File: src/rtl/cgra_imem_loader.sv
// cgra_imem_loader: parses a 32-bit header/data load stream and drives one-hot IM write strobes.
// Rev 1.0 - initial release.
`default_nettype none

module cgra_imem_loader #(
  parameter int NUM_ID            = 10,
  parameter int NUM_IMM           = 3,
  parameter int I_WIDTH           = 12,
  parameter int I_IMM_WIDTH       = 33,
  parameter int IM_MEM_ADDR_WIDTH = 8,
  parameter int LOAD_WIDTH        = 32
) (
  input  logic                            iClk,
  input  logic                            iReset,
  input  logic                            iLoad_Valid,
  output logic                            oLoad_Ready,
  input  logic [LOAD_WIDTH-1:0]           iLoad_Data,
  input  logic                            iHold,
  input  logic                            iStart,
  output logic [NUM_ID+NUM_IMM-1:0]       oIM_WriteEnable,
  output logic [IM_MEM_ADDR_WIDTH-1:0]    oIM_WriteAddress,
  output logic [I_WIDTH-1:0]              oIM_WriteData,
  output logic [I_IMM_WIDTH-1:0]          oIM_WriteData_IMM,
  output logic                            oBusy,
  output logic                            oDone,
  output logic                            oError
);

  localparam int NUM_T     = NUM_ID + NUM_IMM;
  localparam int IMM_BEATS = (I_IMM_WIDTH + 31) / 32;

  localparam logic [1:0] S_HEADER = 2'd0;
  localparam logic [1:0] S_DATA   = 2'd1;
  localparam logic [1:0] S_DONE   = 2'd2;
  localparam logic [1:0] S_ERROR  = 2'd3;

  logic [1:0]                   state, state_next;
  logic [7:0]                   hdr_target;
  logic [7:0]                   target;
  logic [IM_MEM_ADDR_WIDTH-1:0] addr;
  logic [11:0]                  remaining;
  logic [1:0]                   beat;
  logic [I_IMM_WIDTH-1:0]       acc, acc_next;
  logic                         accept, is_imm, last_beat, word_done;

  assign hdr_target = iLoad_Data[31:24];
  assign accept     = iLoad_Valid && oLoad_Ready;
  assign is_imm     = (target >= 8'(NUM_ID));
  assign last_beat  = !is_imm || (beat == 2'(IMM_BEATS - 1));
  assign word_done  = accept && (state == S_DATA) && last_beat;

  // Merge the current beat into its 32-bit chunk; bits past I_IMM_WIDTH are dropped.
  always_comb begin
    acc_next = acc;
    for (int i = 0; i < I_IMM_WIDTH; i++) begin
      acc_next[i] = ((i / 32) == int'(beat)) ? iLoad_Data[i % 32] : acc[i];
    end
  end

  always_ff @(posedge iClk) begin
    if (iReset) state <= S_HEADER;
    else        state <= state_next;
  end

  always_comb begin
    state_next = state;
    case (state)
      S_HEADER: begin
        if (accept) begin
          if (hdr_target < 8'(NUM_T))    state_next = S_DATA;
          else if (hdr_target == 8'hFF)  state_next = S_DONE;
          else                           state_next = S_ERROR;
        end
      end
      S_DATA:  if (word_done && (remaining == 12'd0)) state_next = S_HEADER;
      S_DONE:  if (iStart) state_next = S_HEADER;
      S_ERROR: state_next = S_ERROR;
      default: state_next = S_HEADER;
    endcase
  end

  always_comb begin
    oLoad_Ready = 1'b0;
    oBusy       = 1'b0;
    oDone       = 1'b0;
    oError      = 1'b0;
    case (state)
      S_HEADER: oLoad_Ready = !iHold;
      S_DATA: begin
        oLoad_Ready = !iHold;
        oBusy       = 1'b1;
      end
      S_DONE:  oDone  = 1'b1;
      S_ERROR: oError = 1'b1;
      default: oLoad_Ready = 1'b0;
    endcase
  end

  // Datapath: the strobe is a single-cycle pulse; address/data hold between strobes.
  always_ff @(posedge iClk) begin
    if (iReset) begin
      target            <= '0;
      addr              <= '0;
      remaining         <= '0;
      beat              <= '0;
      acc               <= '0;
      oIM_WriteEnable   <= '0;
      oIM_WriteAddress  <= '0;
      oIM_WriteData     <= '0;
      oIM_WriteData_IMM <= '0;
    end else begin
      oIM_WriteEnable <= '0;
      if (accept && (state == S_HEADER)) begin
        target    <= hdr_target;
        addr      <= iLoad_Data[12 +: IM_MEM_ADDR_WIDTH];
        remaining <= iLoad_Data[11:0];
        beat      <= '0;
      end
      if (accept && (state == S_DATA)) begin
        if (last_beat) begin
          oIM_WriteEnable   <= NUM_T'(1) << target;
          oIM_WriteAddress  <= addr;
          oIM_WriteData     <= iLoad_Data[I_WIDTH-1:0];
          oIM_WriteData_IMM <= acc_next;
          addr              <= addr + IM_MEM_ADDR_WIDTH'(1);
          remaining         <= remaining - 12'd1;
          beat              <= '0;
        end else begin
          beat <= beat + 2'd1;
          acc  <= acc_next;
        end
      end
    end
  end

endmodule

`default_nettype wire

File: config.mk
export PLATFORM = sky130hd
export DESIGN_NAME = cgra_imem_loader
export DESIGN_NICKNAME = d
export VERILOG_FILES = /design/src/rtl/cgra_imem_loader.sv
export SDC_FILE = /design/constraint.sdc
export NUM_CORES = 1
export LEC_CHECK = 0
export CAP_MARGIN = 20
export CORE_MARGIN = 1.5
export CORE_UTILIZATION = 56
export CTS_BUF_LIST = sky130_fd_sc_hd__clkbuf_8 sky130_fd_sc_hd__clkbuf_16
export DETAILED_ROUTE_END_ITERATION = 16
export PLACE_DENSITY = 0.85
export SYNTH_ARGS = -nofsm -noshare
export SYNTH_HDL_FRONTEND = slang
export SYNTH_SLANG_ARGS = --single-unit
File: constraint.sdc
create_clock -name iClk -period 3.3 [get_ports iClk]
set_input_delay 0.66 -clock iClk [delete_from_list [all_inputs] [get_ports iClk]]
set_output_delay 0.66 -clock iClk [all_outputs]
set_load 0.02 [all_outputs]
==> results by group, run 1 <==
Floorplanning
  – # rows: 35
  – Starting Density: 58.4%
  – Die area: 10400 um2
  – Core region area: 9370 um2
  – Chip Width: 102 um
  – I/O pin cnt: 107
  – Die height: 102 um

Critical path
  – Worst Path Class, Setup: in2out
  – Crit path DAT: 2.07 ns
  – CP Cell Sequence: clkdlybuf4s50_1 -> nor2_1 -> clkdlybuf4s50_1
  – Setup crit end kind: primary output
  – Crit path required time: 2.64 ns
  – Buf+Inv Stages, Crit Path: 2
  – Critical Path Slowest Stage Cell: clkdlybuf4s50_1
  – CP peak stage delay: 0.65 ns
  – Worst-path fanout max: 5
  – Startpoint types: primary input
  – Most common cell type on the critical path: clkdlybuf4s50_1
  – Delay-heaviest family, CP: buffers and inverters

STA
  – RSZ-0062 raised after global routing: no
  – Highest clock rate: 367 MHz
  – # setup viols final: 0
  – Final clock period utilization by the worst path: 82.6%
  – Final worst slack: 0.573 ns
  – Worst-case headroom to the max-slew limit: 40.6%
  – Final Max Tran Viols: 0
  – Crit path time final: 2.73 ns
  – Hold_ws: 0.454 ns
  – Hold Vio Cnt, Final: 0
  – Final TNS setup: 0 ns
  – Worst slew pin tran: 0.884 ns
  – Skew final: 0.00659 ns

Worst hold path
  – Worst hold-check path type: reg2reg

Yosys
  – Fraction of registers with async set/reset: 0%
  – Post-synthesis sequential area ratio: 47.9%
  – Ys flop type: dfxtp_1
  – Avg Cell Area, Syn: 8.43 um2
  – Synth cell types: 53
  – Post-synth top area cell: dfxtp_1
  – Syn Inst Count: 649
  – Top cells by area, synth: dfxtp_1 (48%), nand2_1 (10%), a21oi_1 (6.2%)
  – Post-synth EDFFs: 0
  – Synth warn: 0
  – Synth Cell Area: 5470 um2
  – Yosys top cell area share: 47.9%
  – Number of synthesized register bits: 131
  – Syn Nets: 691

Global route
  – Routing usage on met1: 35.0%
  – Largest net degree at the start of global routing: 80
  – Top Usage Layer GRT: met2
  – Grt met2 use: 51.5%
  – Met3 global-route usage: 6.50%
  – Global route overflow: 0
  – Initial antenna violation count: 0
  – Total Routing Usage GR: 29.5%
  – First-pass GRT wire length: 24200 um
  – Vias in the first global route: 5127

Place
  – Count of input and output buffers: 106
  – Dpl cells: 849
  – Post-DP Area: 6640 um2
  – Setup Slack @ Placement: 0.554 ns
  – DPL Wire Length: 9260 um
  – Final GP Congestion: 0.890

Clock tree
  – CTS tree: built
  – Setup bufs post-CTS: 0
  – TritonCTS Buffers: 17
  – CTS hold repair buffers: 0
  – H-Tree Depth: 4
  – Clk_lat worst skew: 0.52 ns
  – # resized after CTS: 0
  – Reg clk slew, reported paths: 0.06 ns
  – CTS root buf: clkbuf_8
  – Clock Path Buffers: 2
  – Clk sink count: 131

Power and ir drop
  – Logic pwr share: 9.7%
  – Switching Fraction: 24.8%
  – PwrDens: 556 nW/um2
  – Net switching power: 1000 uW
  – Clock power frac: 49.1%
  – Leak: 0.00268 uW
  – Peak supply drop: 0.000360 V
  – Internal: 3050 uW
  – Reg power frac: 41.1%

Layout
  – Layout Nets: 782
  – Layout area overhead: 33.2%
  – Ant diodes: 0
  – Layout cells sized above 1: 7.70%
  – Non-Filler Instances: 882
  – Most frequent cells in the layout: nand2_1 (148), dfxtp_1 (131), clkdlybuf4s50_1 (105)
  – Final Cell Area: 7290 um2
  – Commonest non-fill, non-tap cell in the layout: nand2_1

Detailed routing
  – DR DRC count: 0
  – Post-DRT Antenna Nets: 0
  – First drt pass iteration count: 5
  – Iteration-0 DRC count of the detailed router: 414
  – Drt wl/cell: 17.0 um
  – Via-to-Cell Ratio: 5.91
  – Routed Wire Length: 15000 um
  – Routed via count: 5214

Status
  – Status: finished, final reports clean

Run
  – Max cap viols: 0
## registers in the layout, summed over array words and instances (netlist names), 8 cells and up
name	cells
oIM_WriteEnable	13
oIM_WriteData_IMM	33
addr	8
remaining	12
target	8
acc	33
oIM_WriteAddress	8
oIM_WriteData	12
## cell usage after synthesis (4+ instances only)
| master | n |
|---|---|
| a31oi_1 | 4 |
| ha_1 | 5 |
| clkbuf_1 | 36 |
| nand4_1 | 4 |
| nor4_1 | 5 |
| nand2b_1 | 8 |
| dfxtp_1 | 131 |
| a21oi_1 | 68 |
| nor2_1 | 55 |
| inv_1 | 13 |
| nand3_1 | 7 |
| o22ai_1 | 5 |
| nor3_1 | 4 |
| a211oi_1 | 45 |
| nor2b_1 | 4 |
| a311oi_1 | 7 |
| buf_2 | 10 |
| nand2_1 | 148 |
| mux2i_1 | 33 |
| o21ai_0 | 5 |
| or3_1 | 5 |
## worst paths after layout
kind / startpoint / endpoint / slack (ns) / cells past startpoint
setup / recovery: iHold / oLoad_Ready / 0.57 / 3
hold / removal: acc[17] / acc[17] / 0.45 / 2
setup reg to reg: target[7] / oIM_WriteData_IMM[11] / 0.98 / 5
hold reg to reg: acc[17] / acc[17] / 0.45 / 2
## stage by stage
stage | util [%] | total power [uW]
finish | 77.8 | 4050
global route | 77.8 | 4170
CTS | 77.5 | 4050
detailed placement | 70.8 | 2080
global placement | 70.8 | 2060
floorplan | - | 1910
## worst reg2reg max path, stage by stage (launching register included)
cell and delay [ns]:
dfxtp_1 0.37, nor4_4 0.60, o221a_4 0.56, buf_4 0.32
nor2_1 0.07, a211oi_1 0.29
## per-layer routing
metal | vias to the layer above | wire length, um
li1 | 2463 | -
met1 | 2454 | 6050
met2 | 250 | 7550
met3 | 47 | 1030
met4 | 0 | 391
met5 | - | 0
## logic make-up after synthesis
family / after synthesis / share of synthesized area [%]
AND/OR/NAND/NOR: 260 / 21.3
AO/OA/AOI/OAI: 158 / 19.1
flip-flops: 131 / 47.9
buffers and inverters: 62 / 4.48
multiplexers: 33 / 6.03
adder cells (fa/ha/maj): 5 / 1.14
## power groups by stage
stage                     sequential (uW)  combinational, uW  clock (uW)
after floorplan                      1700                207           0
after global placement               1700                368           0
after detailed placement             1700                380           0
after CTS                            1670                388        2000
after global routing                 1670                423        2070
final                                1670                394        1990
## final cells by class
class                           instances  area [um2]
Inverter                               13        48.8
Timing Repair Buffer                  121        1190
Tap cell                              129         161
Clock inverter                         14         200
Multi-Input combinational cell        456        2640
Fill cell                             649        2080
Sequential cell                       131        2620
Clock buffer                           18         428
No activity file was read; power rests on OpenSTA's default activity.
==> inputs of run 2 (changes only) <==
--- a/config.mk
+++ b/config.mk
@@ -7,10 +7,10 @@
 export LEC_CHECK = 0
 export CAP_MARGIN = 20
 export CORE_MARGIN = 1.5
-export CORE_UTILIZATION = 56
+export CORE_UTILIZATION = 47
 export CTS_BUF_LIST = sky130_fd_sc_hd__clkbuf_8 sky130_fd_sc_hd__clkbuf_16
 export DETAILED_ROUTE_END_ITERATION = 16
-export PLACE_DENSITY = 0.85
+export PLACE_DENSITY = 0.76
 export SYNTH_ARGS = -nofsm -noshare
 export SYNTH_HDL_FRONTEND = slang
 export SYNTH_SLANG_ARGS = --single-unit
==> constraint.sdc (replaced) <==
create_clock -name iClk -period 2.2 [get_ports iClk]
set_input_delay 0.44 -clock iClk [delete_from_list [all_inputs] [get_ports iClk]]
set_output_delay 0.44 -clock iClk [all_outputs]
set_load 0.02 [all_outputs]
==> run 2 against run 1 <==
Combinational power grew 61%. Clock skew grew 0.0017 ns. Die area grew 19%. Sequential power grew 50%. Power grew 47%. Worst hold slack lost 0.00078 ns. Flip-flop and latch count is the same. Largest cell class unchanged.
==> results by group, run 2 (same netlist as run 1, synthesis figures left out) <==
Layout
  – Storage cell area: 2630 um2
  – # fillers: 930
  – Layout Nets: 801
  – Largest registers: acc (33), oIM_WriteData_IMM (33), oIM_WriteEnable (13)
  – Non-Filler Instances: 915
  – Commonest non-fill, non-tap cell in the layout: nand2_1
  – Most frequent cells in the layout: nand2_1 (148), dfxtp_1 (129), clkdlybuf4s50_1 (104)
  – Layout cells sized above 1: 9.84%
  – Footprint of the multi-input gates: 2640 um2
  – Ant diodes: 0
  – Layout area overhead: 38.0%
  – Utilization after layout: 66.4%

Place
  – Count of input and output buffers: 106
  – Setup Slack @ Placement: -0.0967 ns
  – DPL Wire Length: 9980 um
  – Final GP Congestion: 0.818
  – Dpl cells: 883

Floorplanning
  – Chip Width: 111 um
  – Die area: 12300 um2
  – Core region area: 11400 um2
  – # rows: 39
  – Starting Density: 48.1%
  – Die height: 111 um
  – I/O pin cnt: 107

Detailed routing
  – Iteration-0 DRC count of the detailed router: 281
  – Drt wl/cell: 16.2 um
  – Via-to-Cell Ratio: 5.69
  – Routed Wire Length: 14800 um
  – First drt pass iteration count: 5
  – DR DRC count: 0
  – Post-DRT Antenna Nets: 0
  – Routed via count: 5203

Power and ir drop
  – Switching Fraction: 23.6%
  – Peak supply drop: 0.000495 V
  – Internal: 4550 uW
  – Logic pwr share: 10.7%
  – Leak: 0.00282 uW
  – Clock power frac: 47.3%
  – Net switching power: 1410 uW
  – PwrDens: 788 nW/um2
  – Reg power frac: 42.0%

Global route
  – Global route overflow: 0
  – First-pass GRT wire length: 24200 um
  – Largest net degree at the start of global routing: 51
  – Total Routing Usage GR: 24.2%
  – Initial antenna violation count: 0
  – Vias in the first global route: 5131

Critical path
  – Startpoint types: flip-flop
  – Crit path DAT: 1.63 ns
  – Worst-path fanout max: 11
  – Crit path required time: 1.76 ns
  – Setup crit end kind: primary output
  – Setup slack, reg-to-reg: 0.25 ns
  – Worst Path Class, Setup: reg2out

STA
  – Worst slew pin tran: 0.550 ns
  – # setup viols final: 0
  – Final worst slack: 0.125 ns
  – Highest clock rate: 482 MHz
  – Final TNS setup: 0 ns
  – Final Max Tran Viols: 0
  – Hold Vio Cnt, Final: 0
  – Crit path time final: 2.07 ns
  – RSZ-0062 raised after global routing: no
  – Final clock period utilization by the worst path: 94.3%
  – Skew final: 0.00827 ns
  – Worst-case headroom to the max-slew limit: 63.4%

Clock tree
  – CTS root buf: clkbuf_16
  – Clk sink count: 131
  – CTS tree: built
  – TritonCTS Buffers: 17
  – Reg clk slew, reported paths: 0.05 ns
  – CTS hold repair buffers: 0
  – H-Tree Depth: 4
  – Clock Path Buffers: 2
  – Clk_lat worst skew: 0.42 ns

Status
  – Status: finished, final reports clean

Worst hold path
  – Worst hold-check path type: reg2reg

Run
  – Max cap viols: 0
run 2: cell count changes in the layout (fill, tap and decap cells not counted), moves of 2 or more:
cell	previous run	this run
dfxtp_2	0	2
clkinv_2	0	3
inv_6	5	0
buf_12	0	12
buf_4	15	23
inv_1	14	17
dfxtp_1	131	129
run 2: worst max-delay path, cell delays in order (launching register included):
cell and delay, ns:
dfxtp_2 0.44, nor2b_1 0.16, clkdlybuf4s50_1 0.61
run 2: worst paths after layout:
path | start | endpoint | depth (start not counted)
setup reg to reg | beat[0] | acc[30] | 7
hold / removal | oIM_WriteData[5] | oIM_WriteData[5] | 2
setup / recovery | state[0] | oBusy | 2
hold reg to reg | oIM_WriteData[5] | oIM_WriteData[5] | 2
run 2: final cells by class:
| class | count | area share, % |
|---|---|---|
| multi-input cells | 456 | 34.9 |
| flip-flops and latches | 131 | 34.7 |
| repair buffers | 140 | 19.4 |
| clock buffers | 19 | 6.00 |
| well taps | 143 | 2.37 |
| clock inverters | 13 | 1.90 |
| inverters | 13 | 0.646 |
run 2: power groups by stage:
stage | sequential [uW] | combinational (uW) | clock (uW)
final | 2500 | 636 | 2820
after floorplan | 2560 | 310 | 0
after global placement | 2550 | 607 | 0
after CTS | 2500 | 633 | 2840
after detailed placement | 2550 | 623 | 0
after global routing | 2510 | 686 | 2970
run 2: per-stage QoR:
stage	area, um2	power [uW]	hold WS, ns
floorplan	5470	2870	0.432
global placement	6950	3150	0.439
detailed placement	6950	3170	0.446
CTS	7550	5970	0.455
global route	7550	6160	0.466
finish	7550	5950	0.454
run 2: per-layer routing:
metal / track usage (%) / up-vias / share of wire (%)
li1: - / 2503 / -
met2: 42.6 / 148 / 51
met3: 6.40 / 36 / 4.9
met4: 9.83 / 0 / 2.2
met1: 27.9 / 2516 / 42
met5: 0 / - / 0
run 2: what timing repair did:
item | CTS | global route
endpoints found under the setup margin | 3 | 1
buffers inserted | 0 | 0
gates resized for setup | 2 | 1
==> inputs of run 3 (changes only) <==
--- a/config.mk
+++ b/config.mk
@@ -9,6 +9,7 @@
 export CORE_MARGIN = 1.5
 export CORE_UTILIZATION = 47
 export CTS_BUF_LIST = sky130_fd_sc_hd__clkbuf_8 sky130_fd_sc_hd__clkbuf_16
+export CTS_CLUSTER_SIZE = 14
 export DETAILED_ROUTE_END_ITERATION = 16
 export PLACE_DENSITY = 0.76
 export SYNTH_ARGS = -nofsm -noshare
==> constraint.sdc (replaced) <==
create_clock -name iClk -period 1.7 [get_ports iClk]
set_input_delay 0.34 -clock iClk [delete_from_list [all_inputs] [get_ports iClk]]
set_output_delay 0.34 -clock iClk [all_outputs]
set_load 0.02 [all_outputs]
==> run 3 against run 2 <==
The flow now finishes with violations (negative setup slack). Largest power group unchanged. Clock skew is 0.0019 ns lower. Non-clock buffer count is 46 higher. Cell count is 5.1% higher. Sequential power is 29% higher. Sequential share of layout area is 3.3 points lower. First-iteration DRC count is 55% higher. Core utilization is 7.2 points higher. Global-route usage is 1.1 points higher. Routed wire length is 19% higher. Register-to-register slack worse by 0.34 ns. Die area stayed put.
==> results by group, run 3 (same netlist as run 1, synthesis figures left out) <==
Status
  – Status: complete, but fails checks
  – Failing checks: negative setup slack

Global route
  – Total Routing Usage GR: 25.3%
  – Global route overflow: 0
  – First-pass GRT wire length: 25600 um
  – Largest net degree at the start of global routing: 75
  – Vias in the first global route: 5245
  – Initial antenna violation count: 0

Power and ir drop
  – Clock power frac: 45.8%
  – Peak supply drop: 0.000634 V
  – Reg power frac: 41.0%
  – Final Power: 7870 uW
  – Leak: 0.00364 uW
  – PwrDens: 940 nW/um2
  – Internal: 5920 uW
  – Logic pwr share: 13.2%
  – Switching Fraction: 24.9%
  – Net switching power: 1960 uW

Critical path
  – Worst-path fanout max: 13
  – Crit Reg-Reg Startpoint: beat[1]
  – Setup crit end kind: flip-flop
  – Reg2Reg Depth: 7
  – Worst Path Class, Setup: reg2reg
  – Worst R2R End: remaining[8]
  – Crit path required time: 1.99 ns
  – Crit path DAT: 2.08 ns
  – Startpoint types: flip-flop
  – Setup slack, reg-to-reg: -0.09 ns

Floorplanning
  – Die height: 111 um
  – Chip Width: 111 um
  – Starting Density: 48.1%
  – I/O pin cnt: 107
  – # rows: 39
  – Die area: 12300 um2
  – Core region area: 11400 um2

Clock tree
  – TritonCTS Buffers: 17
  – CTS hold repair buffers: 0
  – Clk sink count: 131
  – Clk_lat worst skew: 0.42 ns
  – CTS root buf: clkbuf_16
  – CTS tree: built
  – Reg clk slew, reported paths: 0.06 ns
  – Clock Path Buffers: 2
  – H-Tree Depth: 4

Place
  – Final GP Congestion: 0.819
  – DPL Wire Length: 10300 um
  – Count of input and output buffers: 106
  – Setup Slack @ Placement: -0.395 ns

STA
  – RSZ-0062 raised after global routing: yes
  – Final Max Tran Viols: 0
  – Highest clock rate: 559 MHz
  – Worst-case headroom to the max-slew limit: 67.9%
  – Crit path time final: 1.79 ns
  – Final worst slack: -0.0902 ns
  – Worst slew pin tran: 0.477 ns
  – Hold Vio Cnt, Final: 0
  – Final clock period utilization by the worst path: 105%
  – Skew final: 0.00639 ns
  – # setup viols final: 8
  – Final TNS setup: -0.277 ns

Detailed routing
  – Routed Wire Length: 17600 um
  – Post-DRT Antenna Nets: 0
  – First drt pass iteration count: 7
  – Via-to-Cell Ratio: 5.86
  – DR DRC count: 0
  – Drt wl/cell: 18.3 um
  – Iteration-0 DRC count of the detailed router: 436
  – Routed via count: 5638

Layout
  – Most frequent cells in the layout: nand2_1 (147), dfxtp_1 (124), a21oi_1 (62)
  – Layout area overhead: 52.9%
  – Layout cells sized above 1: 22.0%
  – Utilization after layout: 73.6%
  – Layout Nets: 848
  – Largest registers: acc (33), oIM_WriteData_IMM (33), oIM_WriteEnable (13)
  – Ant diodes: 0
  – Commonest non-fill, non-tap cell in the layout: nand2_1

Run
  – Max cap viols: 0

Worst hold path
  – Worst hold-check path type: in2reg
  – Hold Crit Start: iReset
  – Hold path depth: 4
  – Min-Delay Endpoint: oIM_WriteEnable[6]
[run 3: power by group through the flow]
stage | clock network (uW) | registers, uW | logic, uW
floorplan | 0 | 3310 | 425
global placement | 0 | 3280 | 852
detailed placement | 0 | 3290 | 876
CTS | 3620 | 3220 | 898
global route | 3800 | 3240 | 1100
finish | 3600 | 3230 | 1040
[run 3: layout make-up]
| class | instances | area [um2] |
|---|---|---|
| Clock buffer | 21 | 480 |
| Clock inverter | 11 | 111 |
| Fill cell | 776 | 3000 |
| Inverter | 13 | 48.8 |
| Multi-Input combinational cell | 457 | 2930 |
| Sequential cell | 131 | 2630 |
| Tap cell | 143 | 179 |
| Timing Repair Buffer | 186 | 1990 |
[run 3: how the worst max path moves through the flow]
stage                         start            end  depth (start not counted)
final                       beat[1]   remaining[8]                          7
after global routing      target[2]  remaining[10]                          5
after CTS                 target[7]        addr[2]                          6
after detailed placement      iHold    oLoad_Ready                          4
after global placement        iHold    oLoad_Ready                          4
after floorplan             beat[0]        acc[10]                          8
[run 3: stage by stage]
step	cells	cell area, um2	hold WS, ns
finish	962	8370	0.285
global route	962	8370	0.311
CTS	943	7780	0.273
detailed placement	908	7140	0.448
global placement	908	7140	0.440
floorplan	649	5570	0.432
[run 3: what timing repair did]
| action | 4_1_cts | 5_1_grt |
|---|---|---|
| cloned | 1 | 12 |
| setup endpoints to repair | 129 | 108 |
| gates resized for setup | 69 | 72 |
| buffers inserted | 2 | 7 |
| pin swaps | 4 | 9 |
[run 3: worst max-delay path, cell delays in order (launching register included)]
cell       delay (ns)
dfxtp_2          0.33
inv_2            0.05
ha_4             0.16
nand2b_4         0.16
o221a_4          0.34
buf_12           0.18
a2111oi_4        0.34
nor3_1           0.10
[run 3: routing by layer]
layer,global-route usage (%),routed length [um],up-vias
met5,0,0,-
met4,9.49,689,0
met3,4.87,1260,67
li1,-,-,2608
met1,30.9,6760,2701
met2,44.3,8940,262
